===== src/rtl/uart_loader_pkg.sv =====
// Shared constants for the UART boot loader: frame bytes, reply codes, FSM state encodings
// and the running checksum helper.
package uart_loader_pkg;

  localparam int BYTE_W = 8;

  localparam logic [7:0] SYNC  = 8'hA5;
  localparam logic [7:0] CMD_W = 8'h57;
  localparam logic [7:0] CMD_G = 8'h47;
  localparam logic [7:0] ACK   = 8'h06;
  localparam logic [7:0] NAK   = 8'h15;

  localparam logic [3:0] ST_IDLE = 4'd0;
  localparam logic [3:0] ST_CMD  = 4'd1;
  localparam logic [3:0] ST_AH   = 4'd2;
  localparam logic [3:0] ST_AL   = 4'd3;
  localparam logic [3:0] ST_CNT  = 4'd4;
  localparam logic [3:0] ST_DH   = 4'd5;
  localparam logic [3:0] ST_DL   = 4'd6;
  localparam logic [3:0] ST_CSUM = 4'd7;
  localparam logic [3:0] ST_RESP = 4'd8;
  localparam logic [3:0] ST_RGRD = 4'd9;

  // Frame checksum is a plain modulo-256 byte sum; a good frame sums to zero.
  function automatic logic [7:0] csum_add(input logic [7:0] acc, input logic [7:0] b);
    return acc + b;
  endfunction

endpackage


===== src/rtl/uart_loader_if.sv =====
// Byte-stream (buart) and RAM write-port bundle for the UART boot loader.
// master = loader side, slave = buart/RAM/top side.
interface uart_loader_if
  import uart_loader_pkg::*;
#(
  parameter int ADDR_W = 13,
  parameter int DATA_W = 16
) ();

  logic              rx_valid;
  logic [BYTE_W-1:0] rx_data;
  logic              rx_rd;
  logic              tx_busy;
  logic              tx_wr;
  logic [BYTE_W-1:0] tx_data;
  logic              ram_we;
  logic [ADDR_W-1:0] ram_addr;
  logic [DATA_W-1:0] ram_wdata;
  logic              hold_cpu;

  modport master (
    input  rx_valid, rx_data, tx_busy,
    output rx_rd, tx_wr, tx_data, ram_we, ram_addr, ram_wdata, hold_cpu
  );

  modport slave (
    output rx_valid, rx_data, tx_busy,
    input  rx_rd, tx_wr, tx_data, ram_we, ram_addr, ram_wdata, hold_cpu
  );

endinterface


===== src/rtl/uart_loader.sv =====
// j1 boot loader: parses A5-framed W/G commands from buart, writes RAM words, holds the CPU in reset.
// Optional inter-byte timeout enabled by defining UART_LOADER_TIMEOUT_EN.
module uart_loader
  import uart_loader_pkg::*;
#(
  parameter int   ADDR_W         = 13,
  parameter int   DATA_W         = 16,
  parameter logic HOLD_AT_RESET  = 1'b1,
  parameter int   TIMEOUT_CYCLES = 1200000
) (
  input  logic          clk,
  input  logic          resetq,
  uart_loader_if.master bus
);

  logic [3:0]        state_r;
  logic              rx_rd_r;
  logic              tx_wr_r;
  logic [7:0]        tx_data_r;
  logic              ram_we_r;
  logic [ADDR_W-1:0] ram_addr_r;
  logic [DATA_W-1:0] ram_wdata_r;
  logic              hold_cpu_r;
  logic [7:0]        count_r;
  logic [7:0]        csum_r;
  logic [ADDR_W-1:0] addr_r;
  logic [7:0]        hi_r;
  logic [7:0]        lo_r;
  logic              wr_pend_r;
  logic              ack_r;
  logic              go_r;

  logic              rx_state_s;
  logic              accept_s;
  logic [7:0]        csum_next_s;
  logic [15:0]       addr_full_s;
  logic              to_arm_s;
  logic              timeout_s;

  // Byte acceptance: receive states only, and never in the cycle right after a pop.
  always_comb begin
    rx_state_s = 1'b0;
    to_arm_s   = 1'b0;
    case (state_r)
      ST_IDLE:                                         rx_state_s = 1'b1;
      ST_CMD, ST_AH, ST_AL, ST_CNT, ST_DH, ST_DL, ST_CSUM: begin
        rx_state_s = 1'b1;
        to_arm_s   = 1'b1;
      end
      default: begin
        rx_state_s = 1'b0;
        to_arm_s   = 1'b0;
      end
    endcase
    accept_s    = rx_state_s & bus.rx_valid & ~rx_rd_r;
    csum_next_s = csum_add(csum_r, bus.rx_data);
    addr_full_s = {hi_r, bus.rx_data};
  end

`ifdef UART_LOADER_TIMEOUT_EN
  localparam int TO_W = $clog2(TIMEOUT_CYCLES + 1);
  logic [TO_W-1:0] to_cnt_r;

  assign timeout_s = to_arm_s && (to_cnt_r == TO_W'(TIMEOUT_CYCLES));

  // Inter-byte silence counter, restarted by every pop and idle outside a frame.
  always_ff @(posedge clk or negedge resetq) begin
    if (!resetq) begin
      to_cnt_r <= '0;
    end else if (rx_rd_r || !to_arm_s || timeout_s) begin
      to_cnt_r <= '0;
    end else begin
      to_cnt_r <= to_cnt_r + TO_W'(1);
    end
  end
`else
  logic unused_cfg_s;
  assign unused_cfg_s = to_arm_s & (TIMEOUT_CYCLES != 0);
  assign timeout_s    = 1'b0;
`endif

  // Frame FSM, checksum accumulator, word/address counters and registered outputs.
  always_ff @(posedge clk or negedge resetq) begin
    if (!resetq) begin
      state_r     <= ST_IDLE;
      rx_rd_r     <= 1'b0;
      tx_wr_r     <= 1'b0;
      tx_data_r   <= 8'h00;
      ram_we_r    <= 1'b0;
      ram_addr_r  <= '0;
      ram_wdata_r <= '0;
      hold_cpu_r  <= HOLD_AT_RESET;
      count_r     <= 8'h00;
      csum_r      <= 8'h00;
      addr_r      <= '0;
      hi_r        <= 8'h00;
      lo_r        <= 8'h00;
      wr_pend_r   <= 1'b0;
      ack_r       <= 1'b0;
      go_r        <= 1'b0;
    end else begin
      rx_rd_r   <= accept_s;
      tx_wr_r   <= 1'b0;
      ram_we_r  <= 1'b0;
      wr_pend_r <= 1'b0;

      // The word write trails the DL byte by one cycle so it lines up after its pop.
      if (wr_pend_r) begin
        ram_we_r    <= 1'b1;
        ram_addr_r  <= addr_r;
        ram_wdata_r <= DATA_W'({hi_r, lo_r});
        addr_r      <= addr_r + ADDR_W'(1);
      end

      if (accept_s) begin
        case (state_r)
          ST_IDLE: begin
            if (bus.rx_data == SYNC) begin
              state_r <= ST_CMD;
              csum_r  <= 8'h00;
            end else begin
              state_r <= ST_IDLE;
            end
          end
          ST_CMD: begin
            csum_r <= bus.rx_data;
            if (bus.rx_data == CMD_W) begin
              state_r    <= ST_AH;
              hold_cpu_r <= 1'b1;
              go_r       <= 1'b0;
            end else if (bus.rx_data == CMD_G) begin
              state_r <= ST_CSUM;
              go_r    <= 1'b1;
            end else begin
              state_r <= ST_RESP;
              ack_r   <= 1'b0;
              go_r    <= 1'b0;
            end
          end
          ST_AH: begin
            csum_r  <= csum_next_s;
            hi_r    <= bus.rx_data;
            state_r <= ST_AL;
          end
          ST_AL: begin
            csum_r  <= csum_next_s;
            addr_r  <= addr_full_s[ADDR_W-1:0];
            state_r <= ST_CNT;
          end
          ST_CNT: begin
            csum_r  <= csum_next_s;
            count_r <= bus.rx_data;
            state_r <= ST_DH;
          end
          ST_DH: begin
            csum_r  <= csum_next_s;
            hi_r    <= bus.rx_data;
            state_r <= ST_DL;
          end
          ST_DL: begin
            // A count of zero decrements through 255 down to 1, giving 256 words.
            csum_r    <= csum_next_s;
            lo_r      <= bus.rx_data;
            wr_pend_r <= 1'b1;
            count_r   <= count_r - 8'd1;
            if (count_r == 8'd1) begin
              state_r <= ST_CSUM;
            end else begin
              state_r <= ST_DH;
            end
          end
          ST_CSUM: begin
            csum_r  <= csum_next_s;
            ack_r   <= (csum_next_s == 8'h00);
            state_r <= ST_RESP;
          end
          default: begin
            state_r <= ST_IDLE;
          end
        endcase
      end else if (timeout_s) begin
        state_r <= ST_IDLE;
      end else begin
        case (state_r)
          ST_RESP: begin
            if (!bus.tx_busy) begin
              tx_wr_r   <= 1'b1;
              tx_data_r <= ack_r ? ACK : NAK;
              state_r   <= ST_RGRD;
            end else begin
              state_r <= ST_RESP;
            end
          end
          ST_RGRD: begin
            if (go_r && ack_r) begin
              hold_cpu_r <= 1'b0;
            end else begin
              hold_cpu_r <= hold_cpu_r;
            end
            state_r <= ST_IDLE;
          end
          default: begin
            state_r <= state_r;
          end
        endcase
      end
    end
  end

  assign bus.rx_rd     = rx_rd_r;
  assign bus.tx_wr     = tx_wr_r;
  assign bus.tx_data   = tx_data_r;
  assign bus.ram_we    = ram_we_r;
  assign bus.ram_addr  = ram_addr_r;
  assign bus.ram_wdata = ram_wdata_r;
  assign bus.hold_cpu  = hold_cpu_r;

endmodule

===== src/flat_wrapper.sv =====
// flat-port wrapper written by rule: the top's interface ports become plain ports
module uart_loader_flat import uart_loader_pkg::*;
#(
  parameter int   ADDR_W         = 13,
  parameter int   DATA_W         = 16,
  parameter logic HOLD_AT_RESET  = 1'b1,
  parameter int   TIMEOUT_CYCLES = 1200000
)
  (clk, resetq, bus_rx_valid, bus_rx_data, bus_tx_busy, bus_rx_rd, bus_tx_wr, bus_tx_data, bus_ram_we, bus_ram_addr, bus_ram_wdata, bus_hold_cpu);
  uart_loader_if #(.ADDR_W(ADDR_W), .DATA_W(DATA_W)) bus_i ();
  input  logic clk;
  input  logic resetq;
  input wire logic [$bits(bus_i.rx_valid)-1:0] bus_rx_valid;
  input wire logic [$bits(bus_i.rx_data)-1:0] bus_rx_data;
  input wire logic [$bits(bus_i.tx_busy)-1:0] bus_tx_busy;
  output wire logic [$bits(bus_i.rx_rd)-1:0] bus_rx_rd;
  output wire logic [$bits(bus_i.tx_wr)-1:0] bus_tx_wr;
  output wire logic [$bits(bus_i.tx_data)-1:0] bus_tx_data;
  output wire logic [$bits(bus_i.ram_we)-1:0] bus_ram_we;
  output wire logic [$bits(bus_i.ram_addr)-1:0] bus_ram_addr;
  output wire logic [$bits(bus_i.ram_wdata)-1:0] bus_ram_wdata;
  output wire logic [$bits(bus_i.hold_cpu)-1:0] bus_hold_cpu;
  assign bus_i.rx_valid = bus_rx_valid;
  assign bus_i.rx_data = bus_rx_data;
  assign bus_i.tx_busy = bus_tx_busy;
  assign bus_rx_rd = bus_i.rx_rd;
  assign bus_tx_wr = bus_i.tx_wr;
  assign bus_tx_data = bus_i.tx_data;
  assign bus_ram_we = bus_i.ram_we;
  assign bus_ram_addr = bus_i.ram_addr;
  assign bus_ram_wdata = bus_i.ram_wdata;
  assign bus_hold_cpu = bus_i.hold_cpu;
  uart_loader #(.ADDR_W(ADDR_W), .DATA_W(DATA_W), .HOLD_AT_RESET(HOLD_AT_RESET), .TIMEOUT_CYCLES(TIMEOUT_CYCLES)) u_core (.clk(clk), .resetq(resetq), .bus(bus_i));
endmodule

===== config.mk =====
export PLATFORM = sky130hd
export DESIGN_NAME = uart_loader_flat
export DESIGN_NICKNAME = d
export VERILOG_FILES = /design/src/rtl/uart_loader_pkg.sv /design/src/rtl/uart_loader_if.sv /design/src/rtl/uart_loader.sv /design/src/flat_wrapper.sv
export SDC_FILE = /design/constraint.sdc
export NUM_CORES = 1
export LEC_CHECK = 0
export CAP_MARGIN = 20
export CORE_ASPECT_RATIO = 1.25
export CORE_MARGIN = 5
export CORE_UTILIZATION = 60
export CTS_BUF_LIST = sky130_fd_sc_hd__clkbuf_8
export DETAILED_ROUTE_END_ITERATION = 12
export HOLD_SLACK_MARGIN = 0.03
export PLACE_DENSITY = 0.86
export RECOVER_POWER = 50
export REMOVE_ABC_BUFFERS = 1
export SLEW_MARGIN = 20
export SYNTH_ARGS = -nofsm -noshare
export SYNTH_HDL_FRONTEND = slang
export SYNTH_SLANG_ARGS = --single-unit

===== constraint.sdc =====
create_clock -name clk -period 4.7 [get_ports clk]
set_input_delay 1.175 -clock clk [delete_from_list [all_inputs] [get_ports clk]]
set_output_delay 1.175 -clock clk [all_outputs]
set_load 0.1 [all_outputs]

==> results of run 1 <==
[worst min path at each step]
stage | startpoint | end | slack, ns | cells after the start
floorplan | u_core.lo_r[0] | u_core.lo_r[0] | 0.44 | 2
global placement | u_core.bus.tx_data[2] | u_core.bus.tx_data[2] | 0.45 | 1
detailed placement | u_core.bus.tx_data[2] | u_core.bus.tx_data[2] | 0.45 | 1
CTS | u_core.bus.tx_data[2] | u_core.bus.tx_data[2] | 0.48 | 1
global route | u_core.bus.tx_data[2] | u_core.bus.tx_data[2] | 0.50 | 1
finish | u_core.bus.tx_data[2] | u_core.bus.tx_data[2] | 0.47 | 1
[area by class of cell]
class | instances | area (µm²) | area share (%)
Clock buffer | 10 | 138 | 2.79
Clock inverter | 6 | 73.8 | 1.50
Inverter | 7 | 33.8 | 0.685
Multi-Input combinational cell | 291 | 1890 | 38.2
Sequential cell | 88 | 2200 | 44.7
Tap cell | 90 | 113 | 2.28
Timing Repair Buffer | 50 | 487 | 9.86
[worst register-to-register path: cells and delay by family, from the launching register on]
kind / cells / cell delay (ns)
flops: 1 / 0.36
xor+xnor: 1 / 0.14
compound gates: 1 / 0.07
simple gates: 3 / 0.71
buf+inv: 1 / 1.26
[registers in the layout, summed over array words and instances (netlist names), 3 cells and up]
register,flops
u_core.addr_r,13
u_core.bus.ram_addr,13
u_core.bus.ram_wdata,16
u_core.bus.tx_data,3
u_core.count_r,8
u_core.csum_r,8
u_core.hi_r,8
u_core.lo_r,8
u_core.state_r,4
[cells in the mapped netlist (2+ instances only)]
cell	number	area (µm²)
sky130_fd_sc_hd__inv_1	4	15.0
sky130_fd_sc_hd__mux2_2	37	417
sky130_fd_sc_hd__buf_4	7	52.6
sky130_fd_sc_hd__nand2_1	68	255
sky130_fd_sc_hd__or3_1	5	31.3
sky130_fd_sc_hd__nor2_1	29	109
sky130_fd_sc_hd__a21o_1	5	37.5
sky130_fd_sc_hd__o22ai_1	5	31.3
sky130_fd_sc_hd__nor2_2	2	12.5
sky130_fd_sc_hd__nand2b_1	3	18.8
sky130_fd_sc_hd__o21ai_1	16	80.1
sky130_fd_sc_hd__nand3_1	6	30.0
sky130_fd_sc_hd__xor2_1	11	96.3
sky130_fd_sc_hd__or3_4	2	22.5
sky130_fd_sc_hd__nor4_1	2	12.5
sky130_fd_sc_hd__o21ai_0	5	25.0
sky130_fd_sc_hd__ha_1	10	125
sky130_fd_sc_hd__o211ai_1	2	15.0
sky130_fd_sc_hd__clkbuf_1	5	18.8
sky130_fd_sc_hd__mux2i_1	2	20.0
sky130_fd_sc_hd__a21oi_1	27	135
sky130_fd_sc_hd__dfrtp_1	87	2180
sky130_fd_sc_hd__xnor2_1	8	70.1
sky130_fd_sc_hd__buf_2	7	35.0
sky130_fd_sc_hd__buf_6	2	22.5
sky130_fd_sc_hd__a22oi_1	8	60.1
sky130_fd_sc_hd__nor3_1	6	30.0
sky130_fd_sc_hd__and3_1	2	12.5
sky130_fd_sc_hd__nand4_1	7	43.8
[power breakdown]
group / switching, mW / internal, mW / total, mW / leakage [nW]
clock: 0.279 / 0.266 / 0.546 / 0.101
combinational: 1.34 / 0.597 / 1.94 / 0.937
sequential: 0.279 / 1.07 / 1.35 / 1.08
[cell usage in the layout, fill, tap and decap left out, drive strengths merged, types with 2 or more instances in the layout]
cell type,instances
a21o,5
a21oi,28
a22oi,8
and3,2
clkbuf,12
clkdlybuf4s50,47
clkinvlp,2
conb,4
dfrtp,87
ha,10
inv,9
mux2,38
mux2i,2
nand2,68
nand2b,3
nand3,7
nand4,7
nor2,31
nor3,7
nor4,2
o211ai,2
o21ai,21
o22ai,5
or2,2
or3,7
xnor2,8
xor2,11
[logic make-up (layout without fill, tap and decap cells)]
kind of cell	after synthesis	count (layout)	synth area share [%]
AND/OR/NAND/NOR	141	141	15.6
flip-flops	88	88	51.9
AO/OA/AOI/OAI	76	76	10.6
multiplexers	40	40	10.6
buffers and inverters	28	73	3.83
XOR/XNOR	19	19	3.92
adder cells (fa/ha/maj)	11	11	3.42
other	1	4	0.0884
[metrics by stage]
stage / setup WS, ns / area, µm² / std cells / hold WS [ns] / util, %
after floorplan: 1.85 / 4120 / 386 / 0.440 / -
after global placement: 1.16 / 4730 / 526 / 0.451 / 68.2
after detailed placement: 1.04 / 4730 / 526 / 0.454 / 68.2
after CTS: 1.38 / 4940 / 542 / 0.475 / 71.3
after global routing: 1.28 / 4930 / 542 / 0.498 / 71.2
final: 1.36 / 4930 / 542 / 0.472 / 71.2
[per-layer routing]
metal | GRT usage (%) | vias up | wire, µm
met5 | 0 | - | 0
met4 | 8.71 | 0 | 173
met3 | 3.65 | 17 | 564
met2 | 34.2 | 100 | 4450
met1 | 28.0 | 1551 | 3720
li1 | - | 1485 | -
==> Implementation_results.wiki, run 1 <==
{| class="wikitable"
! Metric !! Value
|-
| Run status || finished with violations
|-
| Violated checks || capacitance limit, slew limit
|-
| Die Area || 8860 µm²
|-
| Synth-to-layout area growth || 16.3%
|-
| Critical path peak fanout || 7
|-
| Post-detailed-routing wire length || 8.90 mm
|-
| Synth async-reset ratio || 100%
|-
| Die Width || 85.2 µm
|-
| CTS clock-pin slew for the worst setup and hold paths || 0.09 ns
|-
| Critical path data required time || 5.01 ns
|-
| Std cell rows || 34
|-
| Type of the worst setup path || input pin to register
|-
| Minimum clock period after layout || 3.34 ns
|-
| Cell chain of the critical path || clkdlybuf4s50_1 -> ha_1 -> fa_1 -> a21o_1 -> a21oi_1 -> xnor2_1 -> or3_1 -> nor4_1 -> a21o_1
|-
| Post-CTS setup repair buffer count || 0
|-
| Worst min-delay path class || register to register
|-
| Maximum root-to-sink buffer count || 2
|-
| Hold buffer count at cts || 0
|-
| Initial Util || 61.2%
|-
| Post-route DRC || 0
|-
| Cell area after synthesis || 4240 µm²
|-
| Setup slack, reg-to-reg || 2.04 ns
|-
| Post-Synthesis Cells || 404
|-
| Synth unique cells || 53
|-
| Final Wtd Congestion || 0.944
|-
| Final ANT Viol Nets || 0
|-
| IO Port Bufs || 48
|-
| Peak supply drop || 0.483 mV
|-
| Via count of the first global-routing pass || 3019
|-
| Crit path launch || bus_rx_data[0]
|-
| H-tree lvl count || 3
|-
| YS warnings || 0
|-
| Total power consumption of the routed design || 3.84 mW
|-
| Endpoint of the most critical setup path || u_core.ack_r
|-
| Starting DRC count in detailed routing || 151
|-
| Leakage power of the design || 2.12 nW
|-
| Number of search-and-repair iterations in the first detailed-routing pass || 4
|-
| Total half-perimeter wirelength after legalization and detailed placement || 6.11 mm
|-
| Buffer cell driving the clock tree root || sky130_fd_sc_hd__clkbuf_8
|-
| Final setup violation count || 0
|-
| Layout cells sized above 1 || 14.6%
|-
| Post-Syn Area per Cell || 10.5 µm²
|-
| Initial antenna violation count || 0
|-
| Layout net count || 470
|-
| Most used DFF post-synth || sky130_fd_sc_hd__dfrtp_1
|-
| Total number of cells along the worst setup path || 9
|-
| Number of enable-type register cells in the synthesized netlist || 0
|-
| Worst Tran Pin Value || 2.10 ns
|-
| Sum of overflow across all layers after global routing || 0
|-
| Worst Setup Start Kind || input pin
|-
| PostCTS Resize Cnt || 0
|-
| Fin. Hold Viols || 0
|-
| Core area || 6930 µm²
|-
| Clk Latency, worst-skew pair || 0.36 ns
|-
| TritonCTS clock tree || yes
|-
| Reg-to-reg critical path startpoint || u_core.wr_pend_r
|-
| Final clock period utilization by the worst path || 71.1%
|-
| Worst-case reg-to-reg path depth || 6
|-
| Ports || 53
|-
| Total via count in the routed design || 3153
|-
| Data arrival, critical path || 3.65 ns
|-
| Maximum clock skew at final layout || 0.00746 ns
|-
| All-Layer GR Usage || 21.2%
|-
| Maximum operating frequency || 299 MHz
|-
| Maximum number of pins on one net before global-route repair || 89
|-
| Part of the Yosys area used for sequential elements || 51.9%
|-
| Number of inserted filler cells in the final layout || 498
|-
| Seq cells post-synth || 88
|-
| Routed wire length per instance || 16.4 µm
|-
| Slowest stage cell, crit path || sky130_fd_sc_hd__clkdlybuf4s50_1
|-
| Number of clock sinks || 88
|-
| Stage delay of the slowest cell on the critical path || 0.56 ns
|-
| Max transition margin || -39.7%
|-
| Clock buffers created by TritonCTS || 9
|-
| Vias per cell || 5.82
|-
| Total Negative Setup Slacks || 0 ns
|-
| Setup repair after global routing missed its margin || no
|-
| First-pass GRT wire length || 15.1 mm
|-
| Power density over the cells || 777 nW/µm²
|-
| Buffers and inverters on the worst path || 1
|-
| Floorplan die height || 104 µm
|-
| Slew Limit Fails || 124
|-
| Final antenna diode count || 0
|-
| Critical path endpoint category || register
|-
| Critical Path Most Common Cell || sky130_fd_sc_hd__a21o_1
|-
| Category of cells accounting for the largest share of critical-path delay || adder cells
|-
| Endpoint of the worst-slack reg-to-reg timing path || u_core.addr_r[12]
|-
| Count of maximum capacitance violations || 2
|}
No activity file was read; power rests on OpenSTA's default activity.
==> inputs of run 2 (changes only) <==
Settings changed: CORE_UTILIZATION 60 to 52, PLACE_DENSITY 0.86 to 0.79.
Clock period 4.7 ns to 2.9 ns, I/O delays scaled along.
==> Implementation_results.wiki, run 2 (synthesized netlist as in run 1, its figures left out) <==
{| class="wikitable"
! Metric !! Value
|-
| Run status || finished with violations
|-
| Violated checks || capacitance limit, slew limit
|-
| Critical Path Most Common Cell || sky130_fd_sc_hd__a21o_1
|-
| Starting DRC count in detailed routing || 242 (+60%)
|-
| Worst min-delay path class || register to register
|-
| Final antenna diode count || 0 (unchanged)
|-
| H-tree lvl count || 3 (unchanged)
|-
| Cell chain of the critical path || clkdlybuf4s50_1 -> ha_1 -> fa_1 -> a21o_1 -> a21oi_1 -> xnor2_1 -> or3_1 -> nor4_1 -> a21o_1
|-
| Total Negative Setup Slacks || 0 ns (unchanged)
|-
| Post-detailed-routing wire length || 9.03 mm (+1.5%)
|-
| Final ANT Viol Nets || 0 (unchanged)
|-
| Data arrival, critical path || 3.00 ns (-0.65 ns)
|-
| Maximum operating frequency || 369 MHz
|-
| Vias per cell || 5.68 (-2.4%)
|-
| Die Width || 90.8 µm (+6.5%)
|-
| Total placed cells including tap cells || 543 (+3.2%)
|-
| Slowest stage cell, crit path || sky130_fd_sc_hd__clkdlybuf4s50_1
|-
| Via count of the first global-routing pass || 3121 (+3.4%)
|-
| Synth-to-layout area growth || 16.2%
|-
| Stage delay of the slowest cell on the critical path || 0.46 ns (-0.10 ns)
|-
| Type of the worst setup path || input pin to register
|-
| Floorplan die height || 111 µm (+6.7%)
|-
| CTS clock-pin slew for the worst setup and hold paths || 0.08 ns (about the same)
|-
| Post-Place Worst Slack || -0.162 ns (-1.20 ns)
|-
| Buffer cell driving the clock tree root || sky130_fd_sc_hd__clkbuf_8
|-
| Slew Limit Fails || 41 (-67%)
|-
| Core area || 7880 µm² (+14%)
|-
| Count of maximum capacitance violations || 1 (-1)
|-
| PostCTS Resize Cnt || 0 (unchanged)
|-
| Post-route DRC || 0 (unchanged)
|-
| Leakage power of the design || 2.22 nW (+4.6%)
|-
| Setup repair after global routing missed its margin || no
|-
| Routed wire length per instance || 16.2 µm (-1.6%)
|-
| Maximum number of pins on one net before global-route repair || 49 (-45%)
|-
| IO Port Bufs || 48 (unchanged)
|-
| Initial antenna violation count || 0 (unchanged)
|-
| Worst Setup Start Kind || input pin
|-
| Max transition margin || -45.8% (-6.0 points)
|-
| Std cell rows || 36 (+5.9%)
|-
| Hold buffer count at cts || 0 (unchanged)
|-
| Fin. Hold Viols || 0 (unchanged)
|-
| Total via count in the routed design || 3173 (+0.63%)
|-
| Power density over the cells || 1230 nW/µm² (+59%)
|-
| Die Area || 10100 µm² (+14%)
|-
| Number of inserted filler cells in the final layout || 649 (+30%)
|-
| Final Wtd Congestion || 0.913 (-3.3%)
|-
| Most frequent cells in the layout || sky130_fd_sc_hd__dfrtp_1, sky130_fd_sc_hd__nand2_1, sky130_fd_sc_hd__buf_4
|-
| Number of clock sinks || 88 (unchanged)
|-
| Worst Tran Pin Value || 2.19 ns (+0.0906 ns)
|-
| Initial Util || 53.8% (-7.4 points)
|-
| Number of flip-flops in the largest register || 16 (unchanged)
|-
| Ports || 53 (unchanged)
|-
| Critical path peak fanout || 3 (-4)
|-
| Maximum root-to-sink buffer count || 2 (unchanged)
|-
| Peak supply drop || 0.845 mV (+75%)
|-
| Final setup violation count || 0 (unchanged)
|-
| Clk Latency, worst-skew pair || 0.36 ns (about the same)
|-
| Layout net count || 482 (+2.6%)
|-
| Critical path endpoint category || register
|-
| TritonCTS clock tree || yes
|-
| Sum of overflow across all layers after global routing || 0 (unchanged)
|-
| Minimum clock period after layout || 2.71 ns
|-
| Post-CTS setup repair buffer count || 0 (unchanged)
|-
| All-Layer GR Usage || 18.9% (-2.3 points)
|-
| First-pass GRT wire length || 15.6 mm (+3.7%)
|-
| Minimum setup slack in the final design || 0.193 ns (-1.17 ns)
|-
| Count of placed standard cells in the final layout, fillers left out || 559 (+3.1%)
|-
| Clock buffers created by TritonCTS || 9 (unchanged)
|-
| Final clock period utilization by the worst path || 93.4%
|-
| Critical path data required time || 3.19 ns (-1.82 ns)
|-
| Layout cells sized above 1 || 25.0% (+10 points)
|-
| Number of search-and-repair iterations in the first detailed-routing pass || 4 (unchanged)
|-
| Total half-perimeter wirelength after legalization and detailed placement || 6.63 mm (+8.5%)
|-
| Maximum clock skew at final layout || 0.0151 ns (+0.00761 ns)
|-
| Most common library cell in the layout ignoring fill and taps || sky130_fd_sc_hd__dfrtp_1
|}
==> run 2: changes by cell type in the layout (fill, tap and decap cells not counted), sizes merged <==
cell | before | now
inv | 9 | 10
clkbuf | 12 | 10
clkdlybuf4s50 | 47 | 10
clkinvlp | 2 | 3
bufinv | 1 | 0
buf | 1 | 51
==> run 2: power by group <==
part	internal, mW	switching (mW)
clock network	0.327	0.469
registers	1.74	0.432
logic	0.926	2.18
==> run 2: worst paths after layout <==
| path | slack (ns) | depth (start not counted) | end | startpoint |
|---|---|---|---|---|
| worst max-delay path | 0.19 | 9 | u_core.ack_r | bus_rx_data[0] |
| worst min-delay path | 0.48 | 1 | u_core.bus.tx_data[2] | u_core.bus.tx_data[2] |
| worst max register to register | 0.67 | 8 | u_core.ack_r | u_core.csum_r[0] |
| worst min register to register | 0.48 | 1 | u_core.bus.tx_data[2] | u_core.bus.tx_data[2] |
| max in group asynchronous | 0.65 | 1 | u_core.bus.ram_wdata[6] | resetq |
| min in group asynchronous | 0.99 | 1 | u_core.bus.ram_addr[12] | resetq |
==> run 2: cell type report <==
cell class	instances	area, µm²	area share [%]
sequential	88	2200	44.7
tap	95	119	2.41
inverter	7	33.8	0.685
timing repair buffer	62	499	10.1
clock buffer	9	124	2.51
clock inverter	7	62.6	1.27
multi-input combinational	291	1890	38.3
==> run 2: layer usage <==
| metal | GRT usage (%) | share of wire (%) |
|---|---|---|
| met1 | 25.5 | 42 |
| met2 | 30.3 | 50 |
| met3 | 5.16 | 6.6 |
| met4 | 4.70 | 1.4 |
| met5 | 0 | 0 |
==> run 2: critical path, delay by kind of cell <==
family | cells | cell delay, ns
simple gates | 2 | 0.56
compound gates | 3 | 0.46
fa+ha+maj | 2 | 0.69
xor+xnor | 1 | 0.10
buf+inv | 1 | 0.46
==> run 2: stage by stage <==
stage          hold slack (ns)  utilization, %  total power, mW  cell area [µm²]
2_1_floorplan            0.429               -             4.57             4120
3_3_place_gp             0.454            60.2             5.21             4750
3_5_place_dp             0.458            60.2             5.30             4750
4_1_cts                  0.332            62.6             6.11             4930
5_1_grt                  0.507            62.5             6.47             4930
6_report                 0.479            62.5             6.07             4930
==> inputs of run 3 (changes only) <==
Settings changed: MAX_ROUTING_LAYER from default to met4.
==> Implementation_results.wiki, run 3 (synthesized netlist as in run 1, its figures left out) <==
{| class="wikitable"
! Metric !! Value
|-
| IO Port Bufs || 48 (unchanged)
|-
| Total Negative Setup Slacks || 0 ns (unchanged)
|-
| Area occupied by multi-input gates || 1890 µm² (unchanged)
|-
| GR peak layer || met2
|-
| Post-Place Worst Slack || -0.118 ns (+0.0439 ns)
|-
| Hold buffer count at cts || 0 (unchanged)
|-
| Count of placed standard cells in the final layout, fillers left out || 559 (unchanged)
|-
| GRT met2 Usage || 31.3% (+0.97 points)
|-
| PostCTS Resize Cnt || 0 (unchanged)
|-
| Fin. Hold Viols || 0 (unchanged)
|-
| Peak supply drop || 1.02 mV (+20%)
|-
| Starting DRC count in detailed routing || 240 (-0.83%)
|-
| Relative contribution of combinational cells to total power || 49.5% (-1.6 points)
|-
| Critical path data required time || 3.20 ns (about the same)
|-
| Post-detailed-routing wire length || 9.05 mm (+0.18%)
|-
| Total power consumption of the routed design || 6.26 mW (+3.1%)
|-
| Number of clock sinks || 88 (unchanged)
|-
| P_sw || 3.07 mW (-0.13%)
|-
| TritonCTS clock tree || yes
|-
| Ports || 53 (unchanged)
|-
| Slew Limit Fails || 36 (-12%)
|-
| Number of search-and-repair iterations in the first detailed-routing pass || 4 (unchanged)
|-
| Maximum number of pins on one net before global-route repair || 54 (+10%)
|-
| H-tree lvl count || 3 (unchanged)
|-
| Number of flip-flops in the largest register || 16 (unchanged)
|-
| Layout net count || 482 (unchanged)
|-
| Net switching fraction of the power || 49.1% (-1.6 points)
|-
| GR Util met1 || 25.7% (+0.22 points)
|-
| Max transition margin || -35.2% (+11 points)
|-
| Post-CTS setup repair buffer count || 0 (unchanged)
|-
| Synth-to-layout area growth || 17.3%
|-
| Via count of the first global-routing pass || 3203 (+2.6%)
|-
| Most common library cell in the layout ignoring fill and taps || sky130_fd_sc_hd__dfrtp_1
|-
| Power density over the cells || 1260 nW/µm² (+2.1%)
|-
| Maximum root-to-sink buffer count || 2 (unchanged)
|-
| Setup repair after global routing missed its margin || no
|-
| Maximum clock skew at final layout || 0.0145 ns (-0.000547 ns)
|-
| Critical path endpoint category || register
|-
| Worst min-delay path class || register to register
|-
| Internal power || 3.19 mW (+6.4%)
|-
| Initial antenna violation count || 0 (unchanged)
|-
| Final antenna diode count || 0 (unchanged)
|-
| Die Width || 90.8 µm (unchanged)
|-
| First-pass GRT wire length || 15.8 mm (+0.88%)
|-
| Vias per cell || 5.67 (-0.19%)
|-
| Final Wtd Congestion || 0.930 (+1.9%)
|-
| Total via count in the routed design || 3167 (-0.19%)
|-
| Routed wire length per instance || 16.2 µm (+0.18%)
|-
| Floorplan die height || 111 µm (unchanged)
|-
| Count of maximum capacitance violations || 1 (unchanged)
|-
| Final ANT Viol Nets || 0 (unchanged)
|-
| GRT met3 Usage || 2.72% (-2.4 points)
|-
| Minimum setup slack in the final design || 0.237 ns (+0.0442 ns)
|-
| Die Area || 10100 µm² (unchanged)
|-
| CTS clock-pin slew for the worst setup and hold paths || 0.09 ns (about the same)
|-
| Clk Latency, worst-skew pair || 0.37 ns (about the same)
|-
| Post-route DRC || 0 (unchanged)
|-
| All-Layer GR Usage || 19.5% (+0.56 points)
|-
| Maximum operating frequency || 375 MHz (+1.7%)
|-
| Final clock period utilization by the worst path || 91.8% (-1.5 points)
|-
| Type of the worst setup path || input pin to register
|-
| Worst Setup Start Kind || input pin
|-
| Number of inserted filler cells in the final layout || 640 (-1.4%)
|-
| Clock buffers created by TritonCTS || 9 (unchanged)
|-
| Minimum clock period after layout || 2.66 ns (-0.0442 ns)
|-
| Leakage power of the design || 2.25 nW (+1.3%)
|-
| Data arrival, critical path || 2.97 ns (-0.03 ns)
|-
| Core area || 7880 µm² (unchanged)
|-
| Clock power frac || 15.7% (+2.6 points)
|-
| Buffer cell driving the clock tree root || sky130_fd_sc_hd__clkbuf_8
|-
| Std cell rows || 36 (unchanged)
|-
| Reg power frac || 34.7% (-1.1 points)
|-
| Critical path peak fanout || 3 (unchanged)
|-
| Total half-perimeter wirelength after legalization and detailed placement || 6.58 mm (-0.76%)
|-
| Final setup violation count || 0 (unchanged)
|-
| Violated checks || capacitance limit, slew limit
|-
| Register cell area after layout || 2200 µm² (unchanged)
|-
| Most frequent cells in the layout || sky130_fd_sc_hd__dfrtp_1, sky130_fd_sc_hd__nand2_1, sky130_fd_sc_hd__buf_4
|-
| Worst Tran Pin Value || 2.03 ns (-0.158 ns)
|-
| Initial Util || 53.8% (unchanged)
|-
| Sum of overflow across all layers after global routing || 0 (unchanged)
|-
| Setup slack, reg-to-reg || 0.69 ns (+0.02 ns)
|-
| Run status || finished with violations
|-
| Layout cells sized above 1 || 25.0% (unchanged)
|-
| Total placed cells including tap cells || 543 (unchanged)
|}
-- run 3: changes by cell type in the layout (fill, tap and decap cells not counted) --
| cell | before | now |
|---|---|---|
| sky130_fd_sc_hd__clkinvlp_4 | 3 | 1 |
| sky130_fd_sc_hd__bufinv_16 | 0 | 2 |
| sky130_fd_sc_hd__inv_8 | 2 | 1 |
| sky130_fd_sc_hd__clkbuf_8 | 9 | 10 |
| sky130_fd_sc_hd__inv_6 | 2 | 3 |
| sky130_fd_sc_hd__clkinv_4 | 1 | 0 |
-- run 3: through the flow --
step,util (%),instance area (µm²),hold WS [ns]
floorplan,-,4120,0.429
global placement,60.2,4750,0.453
detailed placement,60.2,4750,0.457
CTS,63.2,4980,0.323
global route,63.1,4980,0.502
finish,63.1,4980,0.479
-- run 3: area by class of cell --
| cell class | count | area share [%] |
|---|---|---|
| Clock buffer | 10 | 2.77 |
| Clock inverter | 6 | 1.94 |
| Inverter | 7 | 0.679 |
| Multi-Input combinational cell | 291 | 37.9 |
| Sequential cell | 88 | 44.3 |
| Tap cell | 95 | 2.39 |
| Timing Repair Buffer | 62 | 10.0 |
-- run 3: worst paths after layout --
kind,from,endpoint,cells past startpoint
hold / removal,u_core.lo_r[0],u_core.lo_r[0],2
min in group asynchronous,resetq,u_core.bus.ram_addr[12],1
hold reg to reg,u_core.lo_r[0],u_core.lo_r[0],2
max in group asynchronous,resetq,u_core.csum_r[2],1
setup reg to reg,u_core.csum_r[0],u_core.ack_r,8
setup / recovery,bus_rx_data[0],u_core.ack_r,9
-- run 3: critical path, stage by stage --
cell                              delay (ns)
sky130_fd_sc_hd__clkdlybuf4s50_1        0.45
sky130_fd_sc_hd__ha_1                   0.25
sky130_fd_sc_hd__fa_1                   0.42
sky130_fd_sc_hd__a21o_1                 0.17
sky130_fd_sc_hd__a21oi_1                0.17
sky130_fd_sc_hd__xnor2_1                0.10
sky130_fd_sc_hd__or3_1                  0.35
sky130_fd_sc_hd__nor4_1                 0.21
sky130_fd_sc_hd__a21o_1                 0.12
-- run 3: routing by layer --
metal | share of wire [%] | up-vias
li1 | - | 1509
met1 | 45 | 1559
met2 | 49 | 88
met3 | 4.4 | 11
met4 | 1.5 | 0
met5 | 0 | -
-- run 3: power groups by stage --
stage               sequential (mW)  combinational [mW]  clock (mW)
floorplan                      3.39                1.18           0
global placement               2.17                3.03           0
detailed placement             2.19                3.10           0
CTS                            2.17                3.11       0.996
global route                   2.25                3.33        1.05
finish                         2.17                3.10       0.985
